## src/rtl/pipeline_hazard_controller_pkg.sv

```systemverilog
// Shared types and helpers for the pipeline hazard controller.
// Latency: n/a (types and constant functions only).
// Backpressure: n/a.
package pipeline_hazard_controller_pkg;

  typedef enum logic [1:0] {
    CTRL_RUN,
    CTRL_DMEM_WAIT,
    CTRL_TRAP
  } ctrl_state_e;

  // Which rule won the priority decode this cycle; it also drives the
  // output decode, so it stays visible as a debug signal.
  typedef enum logic [2:0] {
    HZ_NONE,
    HZ_FREEZE,
    HZ_REDIRECT,
    HZ_LOAD_USE,
    HZ_IMEM_WAIT
  } hazard_e;

  localparam logic [4:0] REG_X0 = 5'd0;

  // A load result is needed by ID only if the source is really read and
  // the destination is not x0 (writes to x0 are discarded).
  function automatic logic reg_hit(logic [4:0] rd, logic [4:0] rs, logic used);
    return used && (rd == rs) && (rd != REG_X0);
  endfunction

endpackage

```

## src/rtl/pipeline_hazard_controller_if.sv

```systemverilog
// Hazard inputs from the pipeline and stage control outputs back to it.
// Latency: n/a (wiring only).
// Backpressure: n/a; the controller answers combinationally every cycle.
// master = pipeline side (drives hazard status, receives controls)
// slave  = controller side
interface pipeline_hazard_controller_if #(
  parameter int CNT_W = 32
);
  logic [4:0]       if_id_rs1_i;
  logic [4:0]       if_id_rs2_i;
  logic             if_id_rs1_used_i;
  logic             if_id_rs2_used_i;
  logic             id_ex_memread_i;
  logic [4:0]       id_ex_rd_i;
  logic             ex_redirect_i;
  logic             imem_ready_i;
  logic             ex_mem_memreq_i;
  logic             dmem_ready_i;
  logic             pc_en_o;
  logic             pc_sel_redirect_o;
  logic             if_id_en_o;
  logic             if_id_flush_o;
  logic             id_ex_en_o;
  logic             id_ex_flush_o;
  logic             ex_mem_en_o;
  logic             mem_wb_en_o;
  logic             mem_wb_flush_o;
  logic             dmem_timeout_o;
  logic [CNT_W-1:0] stall_cnt_o;
  logic [CNT_W-1:0] flush_cnt_o;

  modport master (
    output if_id_rs1_i, if_id_rs2_i, if_id_rs1_used_i, if_id_rs2_used_i,
           id_ex_memread_i, id_ex_rd_i, ex_redirect_i, imem_ready_i,
           ex_mem_memreq_i, dmem_ready_i,
    input  pc_en_o, pc_sel_redirect_o, if_id_en_o, if_id_flush_o,
           id_ex_en_o, id_ex_flush_o, ex_mem_en_o, mem_wb_en_o,
           mem_wb_flush_o, dmem_timeout_o, stall_cnt_o, flush_cnt_o
  );

  modport slave (
    input  if_id_rs1_i, if_id_rs2_i, if_id_rs1_used_i, if_id_rs2_used_i,
           id_ex_memread_i, id_ex_rd_i, ex_redirect_i, imem_ready_i,
           ex_mem_memreq_i, dmem_ready_i,
    output pc_en_o, pc_sel_redirect_o, if_id_en_o, if_id_flush_o,
           id_ex_en_o, id_ex_flush_o, ex_mem_en_o, mem_wb_en_o,
           mem_wb_flush_o, dmem_timeout_o, stall_cnt_o, flush_cnt_o
  );
endinterface

```

## src/rtl/pipeline_hazard_controller_perf_counter.sv

```systemverilog
// Free-running event counter, wraps modulo 2^CNT_W.
// Latency: cnt_o reflects an inc_i one clock after it is seen.
// Backpressure: none; counts every cycle inc_i is high.
// Ports: clk_i, rst_ni (async active-low), inc_i, cnt_o.
module perf_counter #(
  parameter int CNT_W = 32
) (
  input  logic             clk_i,
  input  logic             rst_ni,
  input  logic             inc_i,
  output logic [CNT_W-1:0] cnt_o
);

  always_ff @(posedge clk_i or negedge rst_ni) begin
    if (!rst_ni) begin
      cnt_o <= '0;
    end else if (inc_i) begin
      cnt_o <= cnt_o + CNT_W'(1);
    end
  end

endmodule

```

## src/rtl/pipeline_hazard_controller.sv

```systemverilog
// Stage enables, flushes and PC select for a 5-stage RV32I pipeline.
// Latency: controls are combinational from state and inputs (same cycle).
// Backpressure: a data-memory wait freezes every stage; imem/load-use stall the front end.
// Ports: clk_i, rst_ni (async active-low), hz (slave modport: hazard inputs,
// stage enables/flushes, PC select, sticky timeout trap, stall/flush counters).
module pipeline_hazard_controller
  import pipeline_hazard_controller_pkg::*;
#(
  parameter int CNT_W        = 32,
  parameter int DMEM_TIMEOUT = 255,  // legal range 1 .. 2^TO_W-1
  parameter int TO_W         = 8
) (
  input  logic                          clk_i,
  input  logic                          rst_ni,
  pipeline_hazard_controller_if.slave   hz
);

  ctrl_state_e     r_state;
  ctrl_state_e     w_state_nxt;
  logic [TO_W-1:0] r_wd;
  logic [TO_W-1:0] w_wd_nxt;
  logic [TO_W-1:0] w_wd_inc;
  logic            r_timeout;
  logic            w_frozen;
  logic            w_load_use;
  hazard_e         w_hazard;

  // Hazard classification, highest priority first.
  always_comb begin
    w_load_use = hz.id_ex_memread_i &&
                 (reg_hit(hz.id_ex_rd_i, hz.if_id_rs1_i, hz.if_id_rs1_used_i) ||
                  reg_hit(hz.id_ex_rd_i, hz.if_id_rs2_i, hz.if_id_rs2_used_i));

    w_frozen = 1'b0;
    case (r_state)
      CTRL_TRAP:      w_frozen = 1'b1;
      // The access that caused the wait is held in EX/MEM, so only ready matters.
      CTRL_DMEM_WAIT: w_frozen = !hz.dmem_ready_i;
      default:        w_frozen = hz.ex_mem_memreq_i && !hz.dmem_ready_i;
    endcase

    w_hazard = HZ_NONE;
    // Reset output values coincide with a freeze, so reset shares that decode.
    if (!rst_ni || w_frozen)       w_hazard = HZ_FREEZE;
    else if (hz.ex_redirect_i)     w_hazard = HZ_REDIRECT;
    else if (w_load_use)           w_hazard = HZ_LOAD_USE;
    else if (!hz.imem_ready_i)     w_hazard = HZ_IMEM_WAIT;
  end

  always_comb begin
    hz.pc_en_o           = 1'b1;
    hz.pc_sel_redirect_o = 1'b0;
    hz.if_id_en_o        = 1'b1;
    hz.if_id_flush_o     = 1'b0;
    hz.id_ex_en_o        = 1'b1;
    hz.id_ex_flush_o     = 1'b0;
    hz.ex_mem_en_o       = 1'b1;
    hz.mem_wb_en_o       = 1'b1;
    case (w_hazard)
      HZ_FREEZE: begin
        hz.pc_en_o     = 1'b0;
        hz.if_id_en_o  = 1'b0;
        hz.id_ex_en_o  = 1'b0;
        hz.ex_mem_en_o = 1'b0;
        hz.mem_wb_en_o = 1'b0;
      end
      HZ_REDIRECT: begin
        hz.pc_sel_redirect_o = 1'b1;
        hz.if_id_flush_o     = 1'b1;
        hz.id_ex_flush_o     = 1'b1;
      end
      HZ_LOAD_USE: begin
        // One bubble; it clears id_ex_memread_i so the stall ends by itself.
        hz.pc_en_o       = 1'b0;
        hz.if_id_en_o    = 1'b0;
        hz.id_ex_flush_o = 1'b1;
      end
      HZ_IMEM_WAIT: begin
        hz.pc_en_o       = 1'b0;
        hz.if_id_flush_o = 1'b1;
      end
      default: ;
    endcase
  end

  // Writes with no writeback would need a MEM/WB bubble; not used, port reserved.
  assign hz.mem_wb_flush_o = 1'b0;
  assign hz.dmem_timeout_o = r_timeout;

  // Watchdog holds the number of frozen wait cycles seen so far in this access.
  always_comb begin
    w_state_nxt = r_state;
    w_wd_nxt    = r_wd;
    w_wd_inc    = r_wd + TO_W'(1);
    case (r_state)
      CTRL_RUN: begin
        if (hz.ex_mem_memreq_i && !hz.dmem_ready_i) begin
          w_wd_nxt    = TO_W'(1);
          w_state_nxt = (DMEM_TIMEOUT == 1) ? CTRL_TRAP : CTRL_DMEM_WAIT;
        end
      end
      CTRL_DMEM_WAIT: begin
        if (hz.dmem_ready_i) begin
          w_wd_nxt    = '0;
          w_state_nxt = CTRL_RUN;
        end else begin
          w_wd_nxt = w_wd_inc;
          if (w_wd_inc == TO_W'(DMEM_TIMEOUT)) w_state_nxt = CTRL_TRAP;
        end
      end
      default: ;
    endcase
  end

  always_ff @(posedge clk_i or negedge rst_ni) begin
    if (!rst_ni) begin
      r_state   <= CTRL_RUN;
      r_wd      <= '0;
      r_timeout <= 1'b0;
    end else begin
      r_state   <= w_state_nxt;
      r_wd      <= w_wd_nxt;
      r_timeout <= r_timeout || (w_state_nxt == CTRL_TRAP);
    end
  end

  perf_counter #(.CNT_W(CNT_W)) u_stall_cnt (
    .clk_i  (clk_i),
    .rst_ni (rst_ni),
    .inc_i  (!hz.pc_en_o),
    .cnt_o  (hz.stall_cnt_o)
  );

  perf_counter #(.CNT_W(CNT_W)) u_flush_cnt (
    .clk_i  (clk_i),
    .rst_ni (rst_ni),
    .inc_i  (hz.pc_sel_redirect_o),
    .cnt_o  (hz.flush_cnt_o)
  );

endmodule

```

## src/flat_wrapper.sv

```systemverilog
// flat-port wrapper written by rule: the top's interface ports become plain ports
module pipeline_hazard_controller_flat import pipeline_hazard_controller_pkg::*;
#(
  parameter int CNT_W        = 32,
  parameter int DMEM_TIMEOUT = 255,                              
  parameter int TO_W         = 8
)
  (clk_i, rst_ni, hz_if_id_rs1_i, hz_if_id_rs2_i, hz_if_id_rs1_used_i, hz_if_id_rs2_used_i, hz_id_ex_memread_i, hz_id_ex_rd_i, hz_ex_redirect_i, hz_imem_ready_i, hz_ex_mem_memreq_i, hz_dmem_ready_i, hz_pc_en_o, hz_pc_sel_redirect_o, hz_if_id_en_o, hz_if_id_flush_o, hz_id_ex_en_o, hz_id_ex_flush_o, hz_ex_mem_en_o, hz_mem_wb_en_o, hz_mem_wb_flush_o, hz_dmem_timeout_o, hz_stall_cnt_o, hz_flush_cnt_o);
  pipeline_hazard_controller_if #(.CNT_W(CNT_W)) hz_i ();
  input  logic clk_i;
  input  logic rst_ni;
  input wire logic [$bits(hz_i.if_id_rs1_i)-1:0] hz_if_id_rs1_i;
  input wire logic [$bits(hz_i.if_id_rs2_i)-1:0] hz_if_id_rs2_i;
  input wire logic [$bits(hz_i.if_id_rs1_used_i)-1:0] hz_if_id_rs1_used_i;
  input wire logic [$bits(hz_i.if_id_rs2_used_i)-1:0] hz_if_id_rs2_used_i;
  input wire logic [$bits(hz_i.id_ex_memread_i)-1:0] hz_id_ex_memread_i;
  input wire logic [$bits(hz_i.id_ex_rd_i)-1:0] hz_id_ex_rd_i;
  input wire logic [$bits(hz_i.ex_redirect_i)-1:0] hz_ex_redirect_i;
  input wire logic [$bits(hz_i.imem_ready_i)-1:0] hz_imem_ready_i;
  input wire logic [$bits(hz_i.ex_mem_memreq_i)-1:0] hz_ex_mem_memreq_i;
  input wire logic [$bits(hz_i.dmem_ready_i)-1:0] hz_dmem_ready_i;
  output wire logic [$bits(hz_i.pc_en_o)-1:0] hz_pc_en_o;
  output wire logic [$bits(hz_i.pc_sel_redirect_o)-1:0] hz_pc_sel_redirect_o;
  output wire logic [$bits(hz_i.if_id_en_o)-1:0] hz_if_id_en_o;
  output wire logic [$bits(hz_i.if_id_flush_o)-1:0] hz_if_id_flush_o;
  output wire logic [$bits(hz_i.id_ex_en_o)-1:0] hz_id_ex_en_o;
  output wire logic [$bits(hz_i.id_ex_flush_o)-1:0] hz_id_ex_flush_o;
  output wire logic [$bits(hz_i.ex_mem_en_o)-1:0] hz_ex_mem_en_o;
  output wire logic [$bits(hz_i.mem_wb_en_o)-1:0] hz_mem_wb_en_o;
  output wire logic [$bits(hz_i.mem_wb_flush_o)-1:0] hz_mem_wb_flush_o;
  output wire logic [$bits(hz_i.dmem_timeout_o)-1:0] hz_dmem_timeout_o;
  output wire logic [$bits(hz_i.stall_cnt_o)-1:0] hz_stall_cnt_o;
  output wire logic [$bits(hz_i.flush_cnt_o)-1:0] hz_flush_cnt_o;
  assign hz_i.if_id_rs1_i = hz_if_id_rs1_i;
  assign hz_i.if_id_rs2_i = hz_if_id_rs2_i;
  assign hz_i.if_id_rs1_used_i = hz_if_id_rs1_used_i;
  assign hz_i.if_id_rs2_used_i = hz_if_id_rs2_used_i;
  assign hz_i.id_ex_memread_i = hz_id_ex_memread_i;
  assign hz_i.id_ex_rd_i = hz_id_ex_rd_i;
  assign hz_i.ex_redirect_i = hz_ex_redirect_i;
  assign hz_i.imem_ready_i = hz_imem_ready_i;
  assign hz_i.ex_mem_memreq_i = hz_ex_mem_memreq_i;
  assign hz_i.dmem_ready_i = hz_dmem_ready_i;
  assign hz_pc_en_o = hz_i.pc_en_o;
  assign hz_pc_sel_redirect_o = hz_i.pc_sel_redirect_o;
  assign hz_if_id_en_o = hz_i.if_id_en_o;
  assign hz_if_id_flush_o = hz_i.if_id_flush_o;
  assign hz_id_ex_en_o = hz_i.id_ex_en_o;
  assign hz_id_ex_flush_o = hz_i.id_ex_flush_o;
  assign hz_ex_mem_en_o = hz_i.ex_mem_en_o;
  assign hz_mem_wb_en_o = hz_i.mem_wb_en_o;
  assign hz_mem_wb_flush_o = hz_i.mem_wb_flush_o;
  assign hz_dmem_timeout_o = hz_i.dmem_timeout_o;
  assign hz_stall_cnt_o = hz_i.stall_cnt_o;
  assign hz_flush_cnt_o = hz_i.flush_cnt_o;
  pipeline_hazard_controller #(.CNT_W(CNT_W), .DMEM_TIMEOUT(DMEM_TIMEOUT), .TO_W(TO_W)) u_core (.clk_i(clk_i), .rst_ni(rst_ni), .hz(hz_i));
endmodule
```

## config.mk

```make
export PLATFORM = sky130hd
export DESIGN_NAME = pipeline_hazard_controller_flat
export DESIGN_NICKNAME = d
export VERILOG_FILES = /design/src/rtl/pipeline_hazard_controller_pkg.sv /design/src/rtl/pipeline_hazard_controller_if.sv /design/src/rtl/pipeline_hazard_controller_perf_counter.sv /design/src/rtl/pipeline_hazard_controller.sv /design/src/flat_wrapper.sv
export SDC_FILE = /design/constraint.sdc
export NUM_CORES = 1
export LEC_CHECK = 0
export ABC_CLOCK_PERIOD_IN_PS = 4000
export BUFFER_PORTS_ARGS = -buffer_cell sky130_fd_sc_hd__buf_2
export CAP_MARGIN = 20
export CELL_PAD_IN_SITES_DETAIL_PLACEMENT = 1
export CELL_PAD_IN_SITES_GLOBAL_PLACEMENT = 1
export CORE_MARGIN = 2
export CORE_UTILIZATION = 41
export CTS_BUF_LIST = sky130_fd_sc_hd__clkbuf_4 sky130_fd_sc_hd__clkbuf_8 sky130_fd_sc_hd__clkbuf_16
export DETAILED_ROUTE_END_ITERATION = 7
export PLACE_DENSITY_LB_ADDON = 0.1
export SLEW_MARGIN = 15
export SYNTH_ARGS = -nofsm -noshare
export SYNTH_HDL_FRONTEND = slang
export SYNTH_HIERARCHICAL = 1
export SYNTH_SLANG_ARGS = --single-unit
```

## constraint.sdc

```tcl
create_clock -name clk_i -period 4 [get_ports clk_i]
set_input_delay 0.2 -clock clk_i [delete_from_list [all_inputs] [get_ports clk_i]]
set_output_delay 0.2 -clock clk_i [all_outputs]
set_load 0.02 [all_outputs]
```

# Word level (Yosys, flattened, before mapping)
# Index checks and enable logic that the tools add are counted.
op_classes:
  mux: 18
  n_reduce_logical: 19
  eq_ne: 11
  add_sub_neg: 3
ops:
  columns: ["cell", "count"]
  rows:
  - ["adder 32 x 1 -> 32 bit (second input constant)", 2]
  - ["two-way mux 8 bit", 2]
  - ["one-hot mux 8 bit (2 select lines)", 1]
  - ["two-way mux 3 bit", 4]
  - ["equality test 5 bit", 2]
  - ["adder 8 x 1 -> 8 bit (second input constant)", 1]
  - ["equality test 8 bit (second input constant)", 1]
  - ["equality test 3 x 2 -> 1 bit (second input constant)", 2]
  - ["logical AND 1 bit", 6]
  - ["two-way mux 1 bit", 6]
  - ["two-way mux 2 bit", 3]
  - ["OR reduction 2 bit", 3]
  - ["nonzero test 5 bit", 1]
  - ["equality test 2 bit (second input constant)", 2]
  - ["one-hot mux 2 bit (2 select lines)", 1]
  - ["equality test 3 x 1 -> 1 bit (second input constant)", 1]
  - ["equality test 3 bit (second input constant)", 1]
  - ["logical OR 1 bit", 3]
  - ["OR reduction 3 bit", 1]
  - ["equality test 2 x 1 -> 1 bit (second input constant)", 1]
  - ["logical NOT 1 bit", 2]
  - ["logical NOT 2 bit", 1]
  - ["inequality test 2 x 1 -> 1 bit (second input constant)", 1]
  - ["one-hot mux 1 bit (2 select lines)", 1]
  - ["2 further kinds", 2]
totals:
  register_bits: 75
  wordCells: 56
  out_inout_bits: 74
  inputBits: 24

# Longest topological paths before layout
# Gate-level depths: netlist of run 1.
logic_depth:
  word_depth: 11
  mapped_depth: 11

# Hierarchy
# The synthesis of run 1 kept the hierarchy.
modules_own_cells:
  columns: ["mod", "instances", "seq_area_each_um2", "area_per_inst_um2", "cells_per_inst"]
  rows:
  - ["perf_counter", 2, 800.8, 1448.9, 123]
  - ["pipeline_hazard_controller", 1, 275.3, 964.7, 118]

# Worst setup path after synthesis of run 1
# Ideal clock, no wire load.
synth_path:
  kind: "flip-flop to flip-flop"
  from: "register u_core.r_state[1]"
  to: "register u_core.u_flush_cnt.cnt_o[23]"
  setup_time_ns: 0.080
  period_less_slack_ns: 3.015
  path_slack_ns: 0.985
  path_stages_with_launch: 10
  t_arrival_ns: 2.935
  path_cell_list: "dfrtp_1 inv_1 ha_1 mux2i_1 o211ai_1 nor2_1 nand4_4 or4_4 nor4_2 xor2_1"
synth_via:
  elab_chain_len: 6
  word_cells_on_any_way: 7
synth_rtl:
  columns: ["item", "line", "source"]
  rows:
  - ["from (decl)", "pipeline_hazard_controller.sv:18", "ctrl_state_e r_state;"]
  - ["from (signal assigned)", "pipeline_hazard_controller.sv:121", "r_state <= w_state_nxt;"]
  - ["equality test 2 x 1 -> 1 bit or equality test 2 bit (tied branches)", "pipeline_hazard_controller.sv:35", "case (r_state)"]
  - ["one-hot mux 1 bit (2 select lines) (*)", "pipeline_hazard_controller.sv:35", null]
  - ["logical OR 1 bit (*)", "pipeline_hazard_controller.sv:44", "if (!rst_ni || w_frozen) w_hazard = HZ_FREEZE;"]
  - ["two-way mux 3 bit (*)", "pipeline_hazard_controller.sv:44", null]
  - ["equality test 3 x 2 -> 1 bit (*)", "pipeline_hazard_controller.sv:59", "case (w_hazard)"]
  - ["two-way mux 1 bit (*)", "pipeline_hazard_controller.sv:59", null]
  - ["net hz_pc_sel_redirect_o", "flat_wrapper.sv:23", "output wire logic [$bits(hz_i.pc_sel_redirect_o)-1:0] hz_pc_sel_redirect_o;"]
  - ["to (signal assigned)", "pipeline_hazard_controller_perf_counter.sv:18", "cnt_o <= cnt_o + CNT_W'(1);"]
  - ["to (decl)", "pipeline_hazard_controller_perf_counter.sv:11", "output logic [CNT_W-1:0] cnt_o"]
# Mark *: on every way through the listed nets, which the timed path passes. The rest lies on a longest branch.
# A chain may end at the register's enable or synchronous reset.

# Final worst setup path of run 1
layout_path:
  from: "register u_core.r_state[1]"
  to: "register u_core.u_stall_cnt.cnt_o[31]"
layout_via:
  elab_chain_len: 6
  word_cells_on_any_way: 9
layout_rtl:
  columns: ["item", "line"]
  rows:
  - ["equality test 2 x 1 -> 1 bit or equality test 2 bit (tied branches)", "pipeline_hazard_controller.sv:35"]
  - ["one-hot mux 1 bit (2 select lines) (*)", "pipeline_hazard_controller.sv:35"]
  - ["logical OR 1 bit (*)", "pipeline_hazard_controller.sv:44"]
  - ["two-way mux 3 bit (*)", "pipeline_hazard_controller.sv:44"]
  - ["equality test 3 bit (tied with other cells)", "pipeline_hazard_controller.sv:59"]
  - ["OR reduction 3 bit (no line) (*)", null]
  - ["to (signal assigned)", "pipeline_hazard_controller_perf_counter.sv:18"]
  - ["to (decl)", "pipeline_hazard_controller_perf_counter.sv:11"]
# Every way passes the cells marked *; elsewhere a longest branch is shown, timed or not.

==> results of run 1 <==
==> synth_stat cells (2+ instances only) <==
cell and number:
nor4_1 8, nand2b_1 4, nand4_1 24, and3_1 9, and2_1 5, nand4_4 2
dfrtp_1 75, and4_2 2, nor4_2 4, nor3b_1 2, xnor2_1 50, nor2b_1 4
and4_1 6, xor2_1 24, nand2_1 29, nor2_1 15, or4_4 2, a21oi_1 9
nand3_1 20, buf_4 3, nor3_1 12, mux2_2 2, o21ai_0 12, ha_1 7
inv_1 10, a21o_1 3, mux2i_1 2
==> routing by layer <==
| layer | routed length (µm) | GRT usage [%] |
|---|---|---|
| met4 | 140 | 7.17 |
| met1 | 4520 | 27.3 |
| met3 | 428 | 4.16 |
| met5 | 0 | 0 |
| met2 | 4320 | 30.5 |
==> cell families (layout without fill, tap and decap cells) <==
logic type / count (synthesis) / after routing / synth area share (%)
other: 1 / 1 / 0.0971
multiplexers: 4 / 4 / 1.10
buffers and inverters: 16 / 125 / 2.07
flip-flops: 75 / 75 / 48.6
AO/OA/AOI/OAI: 35 / 35 / 5.83
AND/OR/NAND/NOR: 152 / 152 / 23.3
XOR/XNOR: 74 / 74 / 16.8
adder cells (fa/ha/maj): 7 / 7 / 2.27
==> worst max-delay path by stage <==
stage                 startpoint                            to  slack, ps  cells past startpoint
6_report       u_core/r_state[1]  u_core/u_stall_cnt/cnt_o[31]        660                     11
5_1_grt        u_core/r_state[1]  u_core/u_stall_cnt/cnt_o[31]        300                     11
4_1_cts        u_core/r_state[1]  u_core/u_stall_cnt/cnt_o[31]        670                     11
3_5_place_dp   u_core/r_state[1]  u_core/u_stall_cnt/cnt_o[31]        690                     11
3_3_place_gp   u_core/r_state[1]  u_core/u_stall_cnt/cnt_o[31]        910                     11
2_1_floorplan  u_core/r_state[1]  u_core/u_flush_cnt/cnt_o[23]        990                      9
==> flip-flops by register name, indices dropped and copies added, names as in the netlist <==
signal,cells
u_core/r_state,2
u_core/r_wd,8
u_core/hz.dmem_timeout_o,1
u_core/u_stall_cnt/cnt_o,32
u_core/u_flush_cnt/cnt_o,32
==> where the power goes <==
group	total, mW	switching, mW	internal (mW)	leakage (nW)
clock network	0.539	0.284	0.255	0.0932
logic	0.0500	0.0313	0.0187	1.24
registers	0.759	0.000628	0.758	1.01
total	1.35	0.316	1.03	2.34
==> layout make-up <==
cell class / instances / area share (%)
multi-input cells: 273 / 41.0
well taps: 111 / 2.99
inverters: 10 / 0.808
clock buffers: 12 / 3.29
repair buffers: 99 / 10.9
flip-flops and latches: 75 / 40.4
clock inverters: 4 / 0.566
==> per-stage QoR <==
| step | std cells | utilization (%) | setup slack, ps | total power [mW] | cell area (µm²) |
|---|---|---|---|---|---|
| floorplan | 364 | - | 985 | 0.789 | 3860 |
| global placement | 567 | 48.5 | 913 | 0.823 | 4460 |
| detailed placement | 567 | 48.5 | 688 | 0.825 | 4460 |
| CTS | 584 | 50.5 | 672 | 1.37 | 4650 |
| global route | 584 | 50.5 | 302 | 1.40 | 4650 |
| finish | 584 | 50.5 | 663 | 1.35 | 4650 |
==> critical path, cell delays in order (launching register included) <==
cell and delay (ps):
dfrtp_1 450, inv_1 140, ha_1 340, mux2i_1 130, o211ai_1 370, inv_1 150
o21ai_0 140, a21o_1 280, nand4_4 160, nor4_1 660, nand4_1 230, xnor2_1 180
==> what timing repair did <==
| action | CTS | global route |
|---|---|---|
| resized for setup | 0 | 0 |
| hold buffers | 1 | 0 |
| endpoints found under the hold margin | 36 | 0 |
==> out/qor.yml, run 1 <==
status: "complete, no violations"
diodes: 0
critPathArrivalTime_ps: 3570
ys_types: 46
synthArstFlopShare_pct: 100
r2r-start: "u_core/r_state[1]"
fillers: 1082
hold_end: "u_core/hz.dmem_timeout_o"
clk_pin_slew_ps: 70
cts_root_buffer: "clkbuf_8"
coreArea_um2: 9200
drv_cap: 0
ys_seq_elements: 75
grt_overflow: 0
cts_max_level: 3
hold_viol: 0
final_nets: 499
yosysTopAreaCell: "dfrtp_1"
layout_common_cells: "buf_2 (95), dfrtp_1 (75), xnor2_1 (50)"
synth_area_per_cell_um2: 10.6
multi_input_area_um2: 1910
setup-violations-final: 0
ir_worst_vdd_mv: 0.129
synth_cells: 364
placementRows: 35
grt_pass1_vias: 3089
required_ps: 4240
cts_setup_buffers: 0
reg2regPathDepth: 11
drive_above_1_share_pct: 27.5
path_class: "reg2reg"
clk_path_buf_depth: 2
drt_iter0_drc: 82
synth-seq-area-share_pct: 48.6
grt_usage_pct: 19.7
io_buffers: 96
grt_pass1_wl_um: 15600
die_area_um2: 10200
fin_skew_ps: 11.6
yosysTopAreaCellShare_pct: 48.6
end_kind: "register"
synthTopCellsByArea: "dfrtp_1 (49%), xnor2_1 (11%), xor2_1 (5.4%)"
vias: 3138
synthFlopType: "dfrtp_1"
die_x_um: 101
hp-class: "in2reg"
antenna_found_initial: 0
period_minus_slack_ps: 3340
cts.sinks: 75
firstDrtPassIters: 4
cts_buffers: 9
synth.cell_area_um2: 3860
hold-path-cell-count: 3
cp-start-kind: "register"
routed_via_density: 5.37
dieHeight_um: 101
drt-total-wl_um: 9410
area_growth_pct: 20.3
synth_nets: 395
io_pins: 98
initial_core_util_pct: 42.0
cts_tree: "built"
hold_slack_ps: 219
rsz0062_at_grt: "false"
worst_pin_slew_ps: 910
seq_area_um2: 1880
finalCritPeriodShare_pct: 83.4
fmax_mhz: 300
p_per_area_nw_per_um2: 290
min-delay-start: "hz_ex_mem_memreq_i"
clk_latency_ps: 360
wl_per_cell_um: 16.1
ys_warn_count: 6
grt_start_max_net_pins: 40
place_congestion: 0.833
synth_edf_count: 0
drc: 0
r2r_end: "u_core/u_stall_cnt/cnt_o[31]"
rrSetupSlack_ps: 660
dp_hpwl_um: 7060
maxSlewHeadroom_pct: 38.8
tns_ps: 0
drv_slew: 0
layout_commonest_cell: "buf_2"
p_leak_nw: 2.34
path_max_fanout: 6
antenna_left: 0
(Power assumes the default switching activity.)
==> run 2, diff against run 1 <==
--- a/config.mk
+++ b/config.mk
@@ -5,7 +5,7 @@
 export SDC_FILE = /design/constraint.sdc
 export NUM_CORES = 1
 export LEC_CHECK = 0
-export ABC_CLOCK_PERIOD_IN_PS = 4000
+export ABC_CLOCK_PERIOD_IN_PS = 3100
 export BUFFER_PORTS_ARGS = -buffer_cell sky130_fd_sc_hd__buf_2
 export CAP_MARGIN = 20
 export CELL_PAD_IN_SITES_DETAIL_PLACEMENT = 1
==> constraint.sdc (replaced) <==
create_clock -name clk_i -period 3.1 [get_ports clk_i]
set_input_delay 0.155 -clock clk_i [delete_from_list [all_inputs] [get_ports clk_i]]
set_output_delay 0.155 -clock clk_i [all_outputs]
set_load 0.02 [all_outputs]
==> run 2 against run 1 <==
Against the previous run: power grew 46%; global-route usage shrank 1.0 points; core utilization grew 1.7 points; cell area grew 3.3%; clock-buffer cell count shrank 1; wire length shrank 1.6%; die area is the same; critical path type unchanged; highest routed layer unchanged.
==> out/qor.yml, run 2 (same netlist as run 1, synthesis figures left out) <==
final_nets: 507  # was 499
rrSetupSlack_ps: 240  # was 660 ps
fmax_mhz: 350  # was 300 MHz
end_kind: "register"  # unchanged
hold-path-cell-count: 3  # unchanged
total_power_mw: 1.97  # was 1.35 mW
worst-path-buf-inv: 2  # unchanged
drt_iter0_drc: 109  # was 82
fin_util_pct: 52.2  # was 50.5%
r2r_end: "u_core/u_stall_cnt/cnt_o[23]"  # was u_core/u_stall_cnt/cnt_o[31]
cts_max_level: 3  # unchanged
cp-start-kind: "register"  # unchanged
clk_path_buf_depth: 2  # unchanged
cp_slowest_cell: "or4_4"  # was nor4_1
clk_pin_slew_ps: 80  # was 70 ps
p_leak_nw: 2.40  # was 2.34 nW
antenna_left: 0  # unchanged
drive_above_1_share_pct: 30.0  # was 27.5%
max_stage_delay_ps: 570  # was 660 ps
finalCritPeriodShare_pct: 92.2  # was 83.4%
status: "complete, no violations"  # unchanged
cts_root_buffer: "clkbuf_8"  # unchanged
io_buffers: 96  # unchanged
clk_latency_ps: 340  # was 360 ps
place_congestion: 0.812  # was 0.833
p_per_area_nw_per_um2: 411  # was 290 nW/µm²
grt_start_max_net_pins: 55  # was 40
worst_pin_slew_ps: 699  # was 910 ps
grt_overflow: 0  # unchanged
die_area_um2: 10200  # unchanged
critPathArrivalTime_ps: 3120  # was 3570 ps
initial_core_util_pct: 42.0  # unchanged
layout_common_cells: "buf_2 (95), dfrtp_1 (73), xnor2_1 (50)"  # was buf_2 (95), dfrtp_1 (75), xnor2_1 (50)
fin_skew_ps: 10.9  # was 11.6 ps
path_max_fanout: 5  # was 6
placementRows: 35  # unchanged
grt_usage_pct: 18.7  # was 19.7%
wl_per_cell_um: 15.7  # was 16.1 µm
diodes: 0  # unchanged
setup-violations-final: 0  # unchanged
firstDrtPassIters: 4  # unchanged
cts_buffers: 9  # unchanged
maxSlewHeadroom_pct: 53.0  # was 38.8%
reg2regPathDepth: 11  # unchanged
grt_pass1_wl_um: 15300  # was 15600 µm
required_ps: 3360  # was 4240 ps
die_x_um: 101  # unchanged
rsz0062_at_grt: "false"  # unchanged
antenna_found_initial: 0  # unchanged
dp_hpwl_um: 7010  # was 7060 µm
vias: 3171  # was 3138
path_delay_family: "simple AND/OR/NAND/NOR gates"  # unchanged
drv_cap: 0  # unchanged
layout_commonest_cell: "buf_2"  # unchanged
min-delay-start: "hz_ex_mem_memreq_i"  # unchanged
cts.sinks: 75  # unchanged
tns_ps: 0  # unchanged
routed_via_density: 5.37  # about the same
hold_viol: 0  # unchanged
drv_slew: 0  # unchanged
r2r-start: "u_core/r_state[0]"  # was u_core/r_state[1]
hold_end: "u_core/hz.dmem_timeout_o"  # unchanged
dieHeight_um: 101  # unchanged
io_pins: 98  # unchanged
dp_cells: 573  # was 567
path_class: "reg2reg"  # unchanged
grt_pass1_vias: 3105  # was 3089
cts_tree: "built"  # unchanged
area_growth_pct: 24.3  # was 20.3%
period_minus_slack_ps: 2860  # was 3340 ps
hp-class: "in2reg"  # unchanged
drt-total-wl_um: 9260  # was 9410 µm
path_cells: "inv_1 -> ha_1 -> mux2i_1 -> o211ai_1 -> inv_1 -> o21ai_0 -> a21o_1 -> nand4_4 -> or4_4 -> nor4_2 -> xor2_1"  # was inv_1 -> ha_1 -> mux2i_1 -> o211ai_1 -> inv_1 -> o21ai_0 -> a21o_1 -> nand4_4 -> nor4_1 -> nand4_1 -> xnor2_1
finalNonFillerCells: 591  # was 584
coreArea_um2: 9200  # unchanged
ir_worst_vdd_mv: 0.242  # was 0.129 mV
drc: 0  # unchanged
crit_top_cell: "inv_1"  # unchanged
largestRegisters: "u_core/u_flush_cnt/cnt_o x32, u_core/u_stall_cnt/cnt_o x32, u_core/r_wd x8"  # unchanged
[run 2: changes by cell type in the layout (fill, tap and decap cells not counted), sizes merged]
cell / change
clkinv: -3
buf: +8
bufinv: +3
clkbuf: -1
[run 2: how the worst max path moves through the flow]
stage                                 start                      endpoint  slack (ps)  cells past startpoint
final                     u_core/r_state[0]  u_core/u_stall_cnt/cnt_o[23]         240                     11
after floorplan           u_core/r_state[1]  u_core/u_flush_cnt/cnt_o[23]          90                      9
after global placement    u_core/r_state[1]  u_core/u_stall_cnt/cnt_o[24]         230                     12
after global routing      u_core/r_state[0]  u_core/u_stall_cnt/cnt_o[23]          10                     11
after CTS                 u_core/r_state[1]  u_core/u_stall_cnt/cnt_o[24]          70                     12
after detailed placement  u_core/r_state[1]  u_core/u_stall_cnt/cnt_o[24]          90                     12
[run 2: worst reg2reg max path: cells and delay by family, from the launching register on]
kind                       cells  cell delay, ps
and+or+nand+nor                3            1010
AOI/OAI and AO/OA              3             540
DFF                            1             410
adders and majority gates      1             320
buffers and inverters          2             200
xor gates and xnor gates       1             170
muxes                          1             120
[run 2: stage by stage]
stage	hold slack (ps)	instance area, µm²	worst slack, ps
final	181	4800	241
after global routing	191	4800	14.1
after CTS	174	4760	66.5
after detailed placement	212	4500	88.7
after global placement	209	4500	226
after floorplan	-141	3860	85.3
[run 2: cell type report]
| class | count | area [µm²] |
|---|---|---|
| fillers | 1068 | 4400 |
| multi-input cells | 273 | 1930 |
| flip-flops and latches | 75 | 1880 |
| repair buffers | 107 | 568 |
| clock buffers | 11 | 151 |
| well taps | 111 | 139 |
| clock inverters | 4 | 97.6 |
| inverters | 10 | 37.5 |
[run 2: repair_timing]
| item | CTS | global route |
|---|---|---|
| setup endpoints to repair | 0 | 16 |
| buffers inserted | 0 | 2 |
| hold buffers | 1 | 0 |
| gates resized for setup | 0 | 7 |
| endpoints found under the hold margin | 21 | 0 |
[run 2: routing by layer]
metal / share of wire (%) / global-route usage, %
met2: 47 / 30.7
met5: 0 / 0
met3: 4.7 / 2.91
met4: 1.3 / 5.93
met1: 47 / 25.4
[run 2: power by group]
group          switching (mW)  leakage (nW)  internal [mW]
Combinational          0.0401          1.27         0.0249
Sequential           0.000840          1.01          0.978
Clock                   0.352         0.122          0.575
==> run 3, diff against run 2 <==
--- a/config.mk
+++ b/config.mk
@@ -11,12 +11,11 @@
 export CELL_PAD_IN_SITES_DETAIL_PLACEMENT = 1
 export CELL_PAD_IN_SITES_GLOBAL_PLACEMENT = 1
 export CORE_MARGIN = 2
-export CORE_UTILIZATION = 41
+export CORE_UTILIZATION = 40
 export CTS_BUF_LIST = sky130_fd_sc_hd__clkbuf_4 sky130_fd_sc_hd__clkbuf_8 sky130_fd_sc_hd__clkbuf_16
 export DETAILED_ROUTE_END_ITERATION = 7
 export PLACE_DENSITY_LB_ADDON = 0.1
 export SLEW_MARGIN = 15
 export SYNTH_ARGS = -nofsm -noshare
 export SYNTH_HDL_FRONTEND = slang
-export SYNTH_HIERARCHICAL = 1
 export SYNTH_SLANG_ARGS = --single-unit
==> run 3 against run 2 <==
Against the previous run: final cell count increased by 2.4%; setup slack better by 200 ps; flip-flop and latch count unchanged; register-to-register slack improved by 200 ps; cell area is 3.4% lower; via count decreased by 0.54%; worst hold slack got worse by 68 ps; global-route usage up 1.4 points; core utilization decreased by 2.0 points; power increased by 45%; clock power is 8.0% lower; critical endpoint is now u_core.u_flush_cnt.cnt_o[29]; largest cell class is now registers; highest routed layer unchanged.
==> out/qor.yml, run 3 <==
yosysMostFrequentCell: "dfrtp_1"  # unchanged
grt_usage_pct: 20.2  # was 18.7%
path_cells: "inv_1 -> ha_1 -> mux2i_1 -> o2111ai_2 -> nor3_1 -> nor2b_1 -> nand4_1 -> xnor2_1"  # was inv_1 -> ha_1 -> mux2i_1 -> o211ai_1 -> inv_1 -> o21ai_0 -> a21o_1 -> nand4_4 -> or4_4 -> nor4_2 -> xor2_1
grt_pass1_vias: 3341  # was 3105
cp-start-kind: "register"  # unchanged
finalCritPeriodShare_pct: 85.7  # was 92.2%
synthTopCellsByArea: "dfrtp_1 (49%), xnor2_1 (14%), nand4_1 (4.3%)"  # was dfrtp_1 (49%), xnor2_1 (11%), xor2_1 (5.4%)
cp_slowest_cell: "nor2b_1"  # was or4_4
final_nets: 502  # was 507
clk_path_buf_depth: 2  # unchanged
layout_commonest_cell: "buf_2"  # unchanged
die_area_um2: 10300  # was 10200 µm²
tns_ps: 0  # unchanged
routed_via_density: 5.21  # was 5.37
total_power_mw: 2.85  # was 1.97 mW
diodes: 0  # unchanged
io_buffers: 96  # unchanged
synth_edf_count: 0  # unchanged
yosysTopAreaCellShare_pct: 49.2  # was 48.6%
required_ps: 3340  # was 3360 ps
dieHeight_um: 102  # was 101 µm
wl_per_cell_um: 16.1  # was 15.7 µm
die_x_um: 102  # was 101 µm
area_growth_pct: 21.6  # was 24.3%
synthFlopType: "dfrtp_1"  # unchanged
fin_skew_ps: 14.1  # was 10.9 ps
end_kind: "register"  # unchanged
cts_root_buffer: "clkbuf_8"  # unchanged
coreArea_um2: 9240  # was 9200 µm²
drc: 0  # unchanged
yosys-top-cells-count: "dfrtp_1 (75), xnor2_1 (59), nand2_1 (34)"  # was dfrtp_1 (75), xnor2_1 (50), nand2_1 (29)
drt_iter0_drc: 48  # was 109
ir_worst_vdd_mv: 0.306  # was 0.242 mV
cts_max_level: 3  # unchanged
hold_viol: 0  # unchanged
layout_common_cells: "buf_2 (95), dfrtp_1 (75), xnor2_1 (59)"  # was buf_2 (95), dfrtp_1 (73), xnor2_1 (50)
largestRegisters: "u_core.u_flush_cnt.cnt_o x32, u_core.u_stall_cnt.cnt_o x32, u_core.r_wd x8"  # was u_core/u_flush_cnt/cnt_o x32, u_core/u_stall_cnt/cnt_o x32, u_core/r_wd x8
p_per_area_nw_per_um2: 614  # was 411 nW/µm²
synth-seq-area-share_pct: 49.2  # was 48.6%
drv_cap: 0  # unchanged
maxSlewHeadroom_pct: 43.5  # was 53.0%
setup-violations-final: 0  # unchanged
hp-class: "in2reg"  # unchanged
cts_buffers: 9  # unchanged
io_pins: 98  # unchanged
clk_pin_slew_ps: 90  # was 80 ps
grt_pass1_wl_um: 16400  # was 15300 µm
initial_core_util_pct: 41.3  # was 42.0%
ys_types: 42  # was 46
grt_start_max_net_pins: 57  # was 55
path_max_fanout: 6  # was 5
rsz0062_at_grt: "false"  # unchanged
dp_hpwl_um: 7170  # was 7010 µm
drive_above_1_share_pct: 26.3  # was 30.0%
status: "complete, no violations"  # unchanged
fmax_mhz: 376  # was 350 MHz
critPathArrivalTime_ps: 2900  # was 3120 ps
cts.sinks: 75  # unchanged
antenna_left: 0  # unchanged
drt-total-wl_um: 9770  # was 9260 µm
worst_pin_slew_ps: 839  # was 699 ps
place_congestion: 0.855  # was 0.812
fillers: 1101  # was 1068
max_stage_delay_ps: 480  # was 570 ps
vias: 3154  # was 3171
synth.cell_area_um2: 3810  # was 3860 µm²
antenna_found_initial: 0  # unchanged
cts_tree: "built"  # unchanged
synth_nets: 401  # was 395
p_leak_nw: 2.11  # was 2.40 nW
drv_slew: 0  # unchanged
yosysTopAreaCell: "dfrtp_1"  # unchanged
placementRows: 35  # unchanged
synth_cells: 370  # was 364
ys_warn_count: 0  # was 6
path_class: "reg2reg"  # unchanged
ys_seq_elements: 75  # unchanged
clk_latency_ps: 350  # was 340 ps
synthArstFlopShare_pct: 100  # unchanged
firstDrtPassIters: 4  # unchanged
synth_area_per_cell_um2: 10.3  # was 10.6 µm²
period_minus_slack_ps: 2660  # was 2860 ps
grt_overflow: 0  # unchanged
==> run 3: final cells by class <==
type / count / area [µm²] / area share [%]
sequential: 75 / 1880 / 40.5
multi-input combinational: 272 / 1810 / 39.0
timing repair buffer: 101 / 523 / 11.3
tap: 129 / 161 / 3.48
clock buffer: 10 / 131 / 2.83
clock inverter: 6 / 90.1 / 1.94
inverter: 12 / 45.0 / 0.971
==> run 3: critical path: cells and delay by family (launching register included) <==
kind / cells / cell delay (ps)
buffers and inverters: 1 / 100
DFF: 1 / 430
adders and majority gates: 1 / 320
AOI/OAI and AO/OA: 1 / 140
muxes: 1 / 280
and+or+nand+nor: 3 / 1130
xor gates and xnor gates: 1 / 150
==> run 3: stage by stage <==
stage          cells  hold WS (ps)  util (%)  instance area [µm²]  setup WS [ps]
6_report         605           113      50.2                 4640            443
5_1_grt          605           108      50.2                 4640            205
4_1_cts          605          93.2      50.2                 4640            408
3_5_place_dp     588          60.6      47.7                 4410            419
3_3_place_gp     588          60.8      47.7                 4410            561
2_1_floorplan    370          -141         -                 3810            787
==> run 3: worst paths after layout <==
kind                                           endpoint  slack, ps  depth (start not counted)              start
max in group asynchronous                u_core.r_wd[6]       1830                          3             rst_ni
min                                   u_core.r_state[1]        110                          2    hz_dmem_ready_i
max                        u_core.u_flush_cnt.cnt_o[29]        440                          8  u_core.r_state[1]
min reg2reg                              u_core.r_wd[5]        480                          1     u_core.r_wd[5]
max reg2reg                u_core.u_flush_cnt.cnt_o[29]        440                          8  u_core.r_state[1]
min in group asynchronous   u_core.u_flush_cnt.cnt_o[6]        220                          2             rst_ni
==> run 3: logic make-up after synthesis <==
logic type,Yosys count,synth area share (%)
AO/OA/AOI/OAI,35,5.64
XOR/XNOR,74,17.0
adder cells (fa/ha/maj),7,2.30
buffers and inverters,23,3.31
flip-flops,75,49.2
multiplexers,2,0.525
other,1,0.0984
AND/OR/NAND/NOR,153,21.9
==> run 3: power breakdown <==
| part | total (mW) | switching, mW | internal [mW] |
|---|---|---|---|
| logic | 0.751 | 0.499 | 0.252 |
| registers | 1.24 | 0.160 | 1.08 |
| clock network | 0.853 | 0.388 | 0.464 |
==> run 3: repair_timing <==
| item | in CTS | in global routing |
|---|---|---|
| endpoints found under the setup margin | 0 | 0 |
| resized for setup | 0 | 0 |
| hold buffers | 1 | 0 |
| buffers inserted | 0 | 0 |
| endpoints found under the hold margin | 19 | 0 |
==> run 3: per-layer routing <==
layer  GRT usage [%]  wire [µm]  up-vias
li1                -          -     1491
met1            25.5       4310     1587
met2            34.3       4980       63
met3            3.59        330       13
met4            7.80        142        0
met5               0          0        -
